==> src/rtl/direction_input_ctrl_pkg.sv <==
// Shared direction encoding for the snake game core (input control, snake logic, food).
package direction_input_ctrl_pkg;

    typedef logic [3:0] dir_t;

    localparam dir_t DIR_UP    = 4'b1000;
    localparam dir_t DIR_DOWN  = 4'b0100;
    localparam dir_t DIR_LEFT  = 4'b0010;
    localparam dir_t DIR_RIGHT = 4'b0001;

    // 180-degree reversal of a one-hot direction; non-one-hot input yields zero.
    function automatic dir_t opposite(input dir_t d);
        case (d)
            DIR_UP:    return DIR_DOWN;
            DIR_DOWN:  return DIR_UP;
            DIR_LEFT:  return DIR_RIGHT;
            DIR_RIGHT: return DIR_LEFT;
            default:   return 4'b0000;
        endcase
    endfunction

    // Keep only the highest-priority strobe: up > down > left > right.
    function automatic dir_t prio_encode(input logic [3:0] strobes);
        if (strobes[3])      return DIR_UP;
        else if (strobes[2]) return DIR_DOWN;
        else if (strobes[1]) return DIR_LEFT;
        else if (strobes[0]) return DIR_RIGHT;
        else                 return 4'b0000;
    endfunction

endpackage

==> src/rtl/direction_input_ctrl_key_debouncer.sv <==
// One push-button: 2-flop synchroniser, stability counter, debounced level and
// a registered one-cycle strobe on each released->pressed transition.
module key_debouncer #(
    parameter int DEBOUNCE_CYCLES = 500000,
    parameter int CNT_W           = 20
) (
    input  logic clk,
    input  logic reset,
    input  logic key_n,
    output logic press
);

    logic             sync1_reg;
    logic             sync2_reg;
    logic             level_reg;
    logic             level_d1_reg;
    logic             press_reg;
    logic [CNT_W-1:0] cnt_reg;

    // Bring the raw active-low button into the clock domain (idle level is released = 1).
    always_ff @(posedge clk or posedge reset) begin
        if (reset) begin
            sync1_reg <= 1'b1;
            sync2_reg <= 1'b1;
        end else begin
            sync1_reg <= key_n;
            sync2_reg <= sync1_reg;
        end
    end

    // Accept a new level only after DEBOUNCE_CYCLES consecutive differing samples.
    always_ff @(posedge clk or posedge reset) begin
        if (reset) begin
            level_reg <= 1'b1;
            cnt_reg   <= '0;
        end else if (sync2_reg == level_reg) begin
            cnt_reg <= '0;
        end else if (cnt_reg == CNT_W'(DEBOUNCE_CYCLES - 1)) begin
            level_reg <= sync2_reg;
            cnt_reg   <= '0;
        end else begin
            cnt_reg <= cnt_reg + 1'b1;
        end
    end

    // Registered press strobe from the debounced falling edge; releases are ignored.
    always_ff @(posedge clk or posedge reset) begin
        if (reset) begin
            level_d1_reg <= 1'b1;
            press_reg    <= 1'b0;
        end else begin
            level_d1_reg <= level_reg;
            press_reg    <= level_d1_reg & ~level_reg;
        end
    end

    assign press = press_reg;

endmodule

==> src/rtl/direction_input_ctrl.sv <==
// Button-to-direction front end: four debounced keys, reversal/repeat rejection,
// a small pending-turn queue and one committed turn per game tick.
module direction_input_ctrl
    import direction_input_ctrl_pkg::*;
#(
    parameter int DEBOUNCE_CYCLES = 500000,
    parameter int CNT_W           = 20,
    parameter int QUEUE_DEPTH     = 2
) (
    input  logic       clk,
    input  logic       reset,
    input  logic [3:0] key_n,
    input  logic       tick,
    input  logic       enable,
    input  logic       clear,
    output logic [3:0] dir_out,
    output logic       dir_changed,
    output logic [2:0] queue_count,
    output logic       drop
);

    logic [3:0] press;

    generate
        for (genvar gi = 0; gi < 4; gi++) begin : g_key
            key_debouncer #(
                .DEBOUNCE_CYCLES(DEBOUNCE_CYCLES),
                .CNT_W          (CNT_W)
            ) u_key (
                .clk  (clk),
                .reset(reset),
                .key_n(key_n[gi]),
                .press(press[gi])
            );
        end
    endgenerate

    dir_t       queue_reg  [QUEUE_DEPTH];
    dir_t       queue_next [QUEUE_DEPTH];
    logic [2:0] count_reg, count_next;
    dir_t       dir_reg, dir_next;
    logic       drop_reg, drop_next;
    logic       chg_pending_reg;
    logic       dir_changed_reg;

    dir_t       sel;
    dir_t       ref_dir;
    logic       valid;
    logic       pop;
    logic       full;
    logic       push;
    int         after_pop;

    // Validate the winning press against the newest pending turn, then apply pop/push/clear.
    always_comb begin
        sel        = prio_encode(press);
        ref_dir    = dir_reg;
        queue_next = queue_reg;
        dir_next   = dir_reg;
        for (int i = 0; i < QUEUE_DEPTH; i++) begin
            if (i + 1 == int'(count_reg)) ref_dir = queue_reg[i];
        end
        full  = (int'(count_reg) == QUEUE_DEPTH);
        pop   = tick && (count_reg != 3'd0);
        valid = enable && !clear && (sel != 4'b0000) &&
                (sel != ref_dir) && (sel != opposite(ref_dir));
        // A pop in the same cycle frees the slot a full queue would otherwise refuse.
        push  = valid && (!full || pop);

        after_pop = int'(count_reg);
        if (pop) begin
            dir_next = queue_reg[0];
            for (int i = 0; i < QUEUE_DEPTH - 1; i++) begin
                queue_next[i] = queue_reg[i + 1];
            end
            after_pop = after_pop - 1;
        end
        if (push) begin
            for (int i = 0; i < QUEUE_DEPTH; i++) begin
                if (i == after_pop) queue_next[i] = sel;
            end
        end
        count_next = 3'(after_pop + (push ? 1 : 0));
        drop_next  = valid && full && !pop;

        if (clear) begin
            count_next = 3'd0;
            dir_next   = DIR_RIGHT;
            drop_next  = 1'b0;
        end
    end

    // Queue, committed direction and status pulses; dir_changed trails the dir_out update by one cycle.
    always_ff @(posedge clk or posedge reset) begin
        if (reset) begin
            for (int i = 0; i < QUEUE_DEPTH; i++) queue_reg[i] <= DIR_RIGHT;
            count_reg       <= 3'd0;
            dir_reg         <= DIR_RIGHT;
            drop_reg        <= 1'b0;
            chg_pending_reg <= 1'b0;
            dir_changed_reg <= 1'b0;
        end else begin
            queue_reg       <= queue_next;
            count_reg       <= count_next;
            dir_reg         <= dir_next;
            drop_reg        <= drop_next;
            chg_pending_reg <= (dir_next != dir_reg);
            dir_changed_reg <= chg_pending_reg;
        end
    end

    assign dir_out     = dir_reg;
    assign dir_changed = dir_changed_reg;
    assign queue_count = count_reg;
    assign drop        = drop_reg;

endmodule

==> config.mk <==
export PLATFORM = sky130hd
export DESIGN_NAME = direction_input_ctrl
export DESIGN_NICKNAME = d
export VERILOG_FILES = /design/src/rtl/direction_input_ctrl_pkg.sv /design/src/rtl/direction_input_ctrl_key_debouncer.sv /design/src/rtl/direction_input_ctrl.sv
export SDC_FILE = /design/constraint.sdc
export NUM_CORES = 1
export LEC_CHECK = 0
export BUFFER_PORTS_ARGS = -buffer_cell sky130_fd_sc_hd__buf_2
export CAP_MARGIN = 0
export CORE_ASPECT_RATIO = 1.25
export CORE_MARGIN = 2
export CORE_UTILIZATION = 30
export CTS_CLUSTER_DIAMETER = 150
export DETAILED_ROUTE_END_ITERATION = 6
export RECOVER_POWER = 100
export SLEW_MARGIN = 0
export SYNTH_ARGS = -nofsm -noshare
export SYNTH_HDL_FRONTEND = slang
export SYNTH_SLANG_ARGS = --single-unit
export TNS_END_PERCENT = 10
==> constraint.sdc <==
create_clock -name clk -period 5.2 [get_ports clk]
set_input_delay 0.52 -clock clk [delete_from_list [all_inputs] [get_ports clk]]
set_output_delay 0.52 -clock clk [all_outputs]
set_load 0.03 [all_outputs]
==> metrics.txt, run 1 <==
ys flop type dfrtp_1; WP data required between 5000 and 6000 ps; leakage power 2.74 nW; dpl hpwl slightly below 7 mm; top cell type's share of synthesized area 43.4%; Final period util between 60 and 70%; crit-path max FO 7; slew of the pin with the lowest slew margin around 3600 ps; largest net degree at the start of global routing 87; min Tclk post-route 3510 ps; Clock Tree Buf Depth 2; Avg Cell Area, Syn roughly 10 um2; Core ar. 18,700 um2; CTS clock-pin slew for the worst setup and hold paths 50 ps; Critical Path Slowest Stage Cell o311ai_0; register bit total from synthesis 118; post_cts resized 0; nets ~610; Rows 56; gp weighted congestion 0.806; clk sinks 118; crit end category register; DRT Wirelength 10.4 mm; Worst path max stage delay 540 ps; ANT cells 0; syn nets just under 600; Final Hold Viols 0; TritonCTS clock tree built; Worst Hold Class input port to register; DIE HEIGHT ~160 um; CTS Hold Bufs 0; H-tree levels 4; top cells by area, synth dfrtp_1 43%, dfstp_2 8.7%, xor2_1 6.9%; DR DRC count 0; Largest register FFs 80; share of cells above drive strength 1 11.1%; violated checks max-capacitance violations, max-slew violations; initial antenna violation count 0; Yosys cell types 51; die width 127 um; Data arrival, critical path 3790 ps; overflow left after global routing 0; first-pass GRT wire length about 18 mm; Die Area 20,200 um2; startpoint types register; vias in the first global route 4,009; final setup fails 0; vias per std cell 4.74; Routed WL per cell 12.5 um; # port buffers 17; Seq/Total Area, Yosys ~52%; RSZ-0062 raised after global routing false; initial core utilization 30.5%; Tot GR Track Use 11.3%; Worst-Skew Late Latency 410 ps; Root Buffer Master clkbuf_16; WS Path Type register to register; Max Cap Viol 1; Post-CTS Setup Bufs 0; ordered list of cells on the worst path inv_1, ha_1, nand2b_1, o22ai_1, a221o_1, nand2b_1, o311ai_0, a22oi_4, nand2b_1, a21oi_1, ha_1, ha_1, xor2_1, and3_1, nor3_1; pwr dens 387 nW/um2; IO Pins 18; via count between 3,000 and 4,000; Pwr Total between 2 and 3 mW; CTS Buf Count 17; status finished, violations left; Synth async-reset ratio 100%; starting DRC count in detailed routing 200; Pins Over Slew Limit 87; Layout area overhead 16.0%; TritonRoute pass-1 iters 4; post-route ant nets 0; maximum clock rate 285 MHz; Slew headroom -144%; Max VDD drop 0.000220 V; largest area contributor in the netlist dfrtp_1; Ys Warns 0; cell count after synthesis 564; Synth Cell Area 5710 um2; Clock Skew 7.23 ps; EDFF count, synth 0; setup_tns 0 ps
-- where the power goes --
part,switching (mW),internal (mW)
sequential,0.0370,0.955
clock,0.415,0.775
combinational,0.242,0.139
-- metrics by stage --
step	util, %	cell area [um2]	hold WS (ps)	instances	setup WS (ps)
global route	35.4	6630	191	835	1400
global placement	32.4	6050	336	803	1900
detailed placement	32.4	6050	347	803	1860
floorplan	-	5710	331	564	1580
CTS	35.6	6660	187	835	1850
finish	35.4	6630	202	835	1690
-- final timing paths --
check	end	slack, ps	cells after the start	from
worst max-delay path	queue_count[2]	1690	15	queue_count[0]
worst min-delay path	g_key[1].u_key.sync1_reg	200	1	key_n[1]
worst max register to register	queue_count[2]	1690	15	queue_count[0]
worst min register to register	g_key[3].u_key.sync2_reg	350	0	g_key[3].u_key.sync1_reg
max in group asynchronous	queue_reg[0]	2330	3	reset
min in group asynchronous	g_key[3].u_key.cnt_reg[6]	1190	2	reset
-- area by class of cell --
| type | count | area (um2) |
|---|---|---|
| Clock inverter | 12 | 153 |
| Tap cell | 232 | 290 |
| Multi-Input combinational cell | 416 | 2590 |
| Clock buffer | 20 | 457 |
| Fill cell | 1880 | 12100 |
| Timing Repair Buffer | 20 | 92.6 |
| Sequential cell | 118 | 2980 |
| Inverter | 17 | 67.6 |
-- critical path, delay by kind of cell, from the launching register on --
family	cells	cell delay (ps)
XOR/XNOR	1	170
buffers and inverters	1	190
adder cells (fa/ha/maj)	3	530
flip-flops	1	420
AND/OR/NAND/NOR	5	750
AO/OA/AOI/OAI	5	1310
-- logic make-up (layout without fill, tap and decap cells) --
logic type / after synthesis / count (layout) / synth area share [%]
XOR/XNOR: 74 / 74 / 11.3
flip-flops: 118 / 118 / 52.1
AO/OA/AOI/OAI: 56 / 56 / 6.99
buffers and inverters: 30 / 69 / 2.19
AND/OR/NAND/NOR: 263 / 263 / 22.7
multiplexers: 13 / 13 / 2.50
adder cells (fa/ha/maj): 10 / 10 / 2.19
-- synth_stat cells (all sizes together), types with 4 or more instances --
cell type	n
dfrtp	99
nor2	93
xor2	45
nand2	43
nand3	31
xnor2	29
dfstp	19
nand4	19
a21oi	17
inv	17
o21ai	15
nor3	14
and3	11
clkbuf	10
ha	10
or3	10
nand2b	9
nor2b	8
mux2	7
mux2i	6
nor4b	5
o22ai	5
or2	5
and2	4
and4	4
o31ai	4
-- per-layer routing --
metal  wire length (um)  GRT usage [%]  vias to the layer above
li1                   -              -                     1985
met1               5090           13.6                     1914
met2               4950           19.1                       47
met3                227           2.59                       10
met4                147           5.23                        0
met5                  0              0                        -
-- placed cells by master, fill, tap and decap left out, types with 4 or more instances in the layout --
master and n:
dfrtp_1 99, nor2_1 93, xor2_1 45, nand2_1 43, nand3_1 31, xnor2_1 29
nand4_1 19, a21oi_1 17, clkbuf_16 17, inv_1 15, o21ai_0 15, dfstp_2 15
nor3_1 14, and3_1 11, clkbuf_1 11, or3_1 10, ha_1 10, nand2b_1 9
buf_2 8, nor2b_1 7, clkinvlp_4 7, mux2i_1 6, o22ai_1 5, nor4b_1 5
and2_1 4, o31ai_1 4, mux2_1 4, or2_0 4, and4_1 4, dfstp_1 4
(Power assumes the default switching activity.)
==> run 2, diff against run 1 <==
- ABC_AREA: default -> 1
- clock period: 5.2 -> 3.02 ns (I/O delays scaled with it)
==> run 2 against run 1 <==
Effect of this change: the flow now finishes without violations; global-route usage rose by 1.6 points; sequential share of layout area fell by 4.0 points; worst setup slack got worse by 1400 ps; core utilization fell by 0.11 points; maximum frequency rose by 28%; synthesized cell count rose by 37%; sequential power rose by 68%; combinational power rose by 100%; power rose by 75%; critical path depth rose by 4.
==> metrics.txt, run 2 <==
status finished, final reports clean; maximum clock rate 364 MHz; simple-gate share of the synthesized area a little under a third; Slew headroom 17.0%; DRT Wirelength around 13 mm; RSZ-0062 raised after global routing false; Ys Warns 0; starting DRC count in detailed routing 302; Pins Over Slew Limit 0; nets 830; crit end category register; commonest cells after routing, fill and taps aside 163 x nand2_1, 108 x nor2_1, 99 x dfrtp_1; pwr dens 617 nW/um2; initial core utilization between 30% and 40%; post-route ant nets 0; initial antenna violation count 0; die width 133 um; Largest register FFs 80; Die Area 22,000 um2; Avg Cell Area, Syn 8.05 um2; setup_tns 0 ps; # port buffers 17; EDFF count, synth 0; Layout area overhead 16.5%; clk sinks around 120; CTS Hold Bufs 5; DIE HEIGHT 165 um; Final period util 91.0%; Synth Cell Area 6240 um2; vias per std cell 4.58; Seq/Total Area, Yosys 47.7%; WP data required around 3300 ps; Synth async-reset ratio 100%; Worst Hold Class input port to register; Clock Tree Buf Depth 2; CTS Buf Count 17; most common cell after layout, fill and taps aside nand2_1; Synth Area in Compound Gates 6.03%; Max Cap Viol 0; FF-to-FF End queue_count[2]; # fillers 2,114; final setup fails 0; Post-CTS Setup Bufs 0; combinational share of power 17.1%; crit-path max FO 9; Register-to-Register Path Depth 19; overflow left after global routing 0; Tot GR Track Use between 10% and 20%; Data arrival, critical path slightly above 3000 ps; Final Hold Viols 0; WS Path Type register to register; Rows 59; vias in the first global route 5,111; top cell type's share of synthesized area 39.7%; first-pass GRT wire length 22.8 mm; Yosys cell types 39; Psw 1.27 mW; TritonRoute pass-1 iters 4; Post-Synth XOR/XNOR Area 5.31%; ys flop type dfrtp_1; Reg-to-Reg Start queue_count[1]; share of cells above drive strength 1 9.34%; largest family of logic cells by synthesized area simple AND/OR/NAND/NOR gates; hold path startpoint clear; register bit total from synthesis 118; worst setup slack after layout 273 ps; largest area contributor in the netlist dfrtp_1; syn nets ~790; TritonCTS clock tree built; IO Pins 18; dpl hpwl 9.44 mm; Hold Path End queue_count[1]; gp weighted congestion 0.864; sw frac between 20 and 30%; Sequential Power Share a little under two fifths; DR DRC count 0; most numerous cell in the Yosys netlist nand2_1; via count ~5,000; Reg2Reg Setup Slack ~270 ps; Root Buffer Master clkbuf_16; ANT cells 0; clock power share 45.7%; CP startpoint queue_count[1]; slew of the pin with the lowest slew margin 1240 ps; pre-CTS WS 305 ps; H-tree levels 4; Worst-Skew Late Latency 420 ps; post_cts resized 0; top cells by area, synth dfrtp_1 40%, nand2_1 9.8%, dfstp_2 8.0%; CTS clock-pin slew for the worst setup and hold paths 50 ps; multiplexer share of the synthesized area 0.722%; min Tclk post-route 2750 ps; Clock Skew 7.29 ps; worst hold stages 2; list of most frequent post-synthesis cells 163 x nand2_1, 107 x nor2_1, 99 x dfrtp_1; Routed WL per cell 11.7 um; startpoint types register; cell count after synthesis between 700 and 800; leakage power between 3 and 4 nW; Adder-Cell Fraction of Synth Area under 10%; final core utilization 35.3%; Core ar. approximately 21,000 um2; Internal 3.22 mW; Max VDD drop between 0.0003 and 0.0004 V; largest net degree at the start of global routing 95
-- run 2: changes by cell type after synthesis, sizes merged, moves of 20 or more --
| cell | change |
|---|---|
| nand2 | +123 |
| nor2 | +20 |
| nand3 | +28 |
| xnor2 | -23 |
| inv | +83 |
| nor3 | +24 |
-- run 2: power by group through the flow --
stage,Clock [mW],Sequential (mW),Combinational [mW]
floorplan,0,1.73,0.611
global placement,0,1.69,0.808
detailed placement,0,1.69,0.811
CTS,2.10,1.67,0.822
global route,2.18,1.68,0.881
finish,2.05,1.67,0.769
-- run 2: through the flow --
stage | hold WS (ps) | cells | cell area, um2 | total power [mW]
final | 87.5 | 1098 | 7270 | 4.49
after CTS | 72.8 | 1098 | 7330 | 4.59
after global placement | 333 | 1061 | 6670 | 2.50
after global routing | 88.5 | 1098 | 7270 | 4.74
after floorplan | 306 | 775 | 6250 | 2.34
after detailed placement | 340 | 1061 | 6670 | 2.51
-- run 2: cell type report --
cell class | instances | area (um2) | area share (%)
multi-input cells | 549 | 2810 | 38.7
repair buffers | 25 | 146 | 2.01
inverters | 100 | 377 | 5.18
flip-flops and latches | 118 | 2980 | 40.9
well taps | 274 | 343 | 4.71
clock buffers | 25 | 526 | 7.23
clock inverters | 7 | 90.1 | 1.24
-- run 2: how the worst max path moves through the flow --
stage               cells past startpoint  slack (ps)              to
floorplan                              19         310  queue_count[2]
global placement                       18         340  queue_count[2]
detailed placement                     19         300  queue_count[2]
CTS                                    19         280  queue_count[2]
global route                           19           9  queue_count[2]
finish                                 19         270  queue_count[2]
-- run 2: routing by layer --
layer | routed length (um) | GRT usage, % | vias to the layer above
met2 | 6600 | 23.3 | 67
met3 | 363 | 3.48 | 21
met4 | 250 | 5.82 | 0
li1 | - | - | 2617
met1 | 5650 | 14.0 | 2329
met5 | 0 | 0 | -
-- run 2: logic make-up after synthesis --
group | Yosys count
and+or+nand+nor | 433
muxes | 4
xor gates and xnor gates | 37
AOI/OAI and AO/OA | 65
adders and majority gates | 10
DFF | 118
buffers and inverters | 108
-- run 2: critical path, cell delays in order (launching register included) --
cell,delay (ps)
dfrtp_1,400
inv_1,120
ha_1,370
nand2_2,170
nand2_1,90
nand3_1,70
nand2_1,120
nor2_1,80
nand2_1,90
nand2_1,50
nand2_1,60
nand2_1,70
nor2_2,160
nor2_4,50
nand2_2,100
inv_1,60
ha_1,190
ha_1,180
xor2_1,150
nor2_1,50
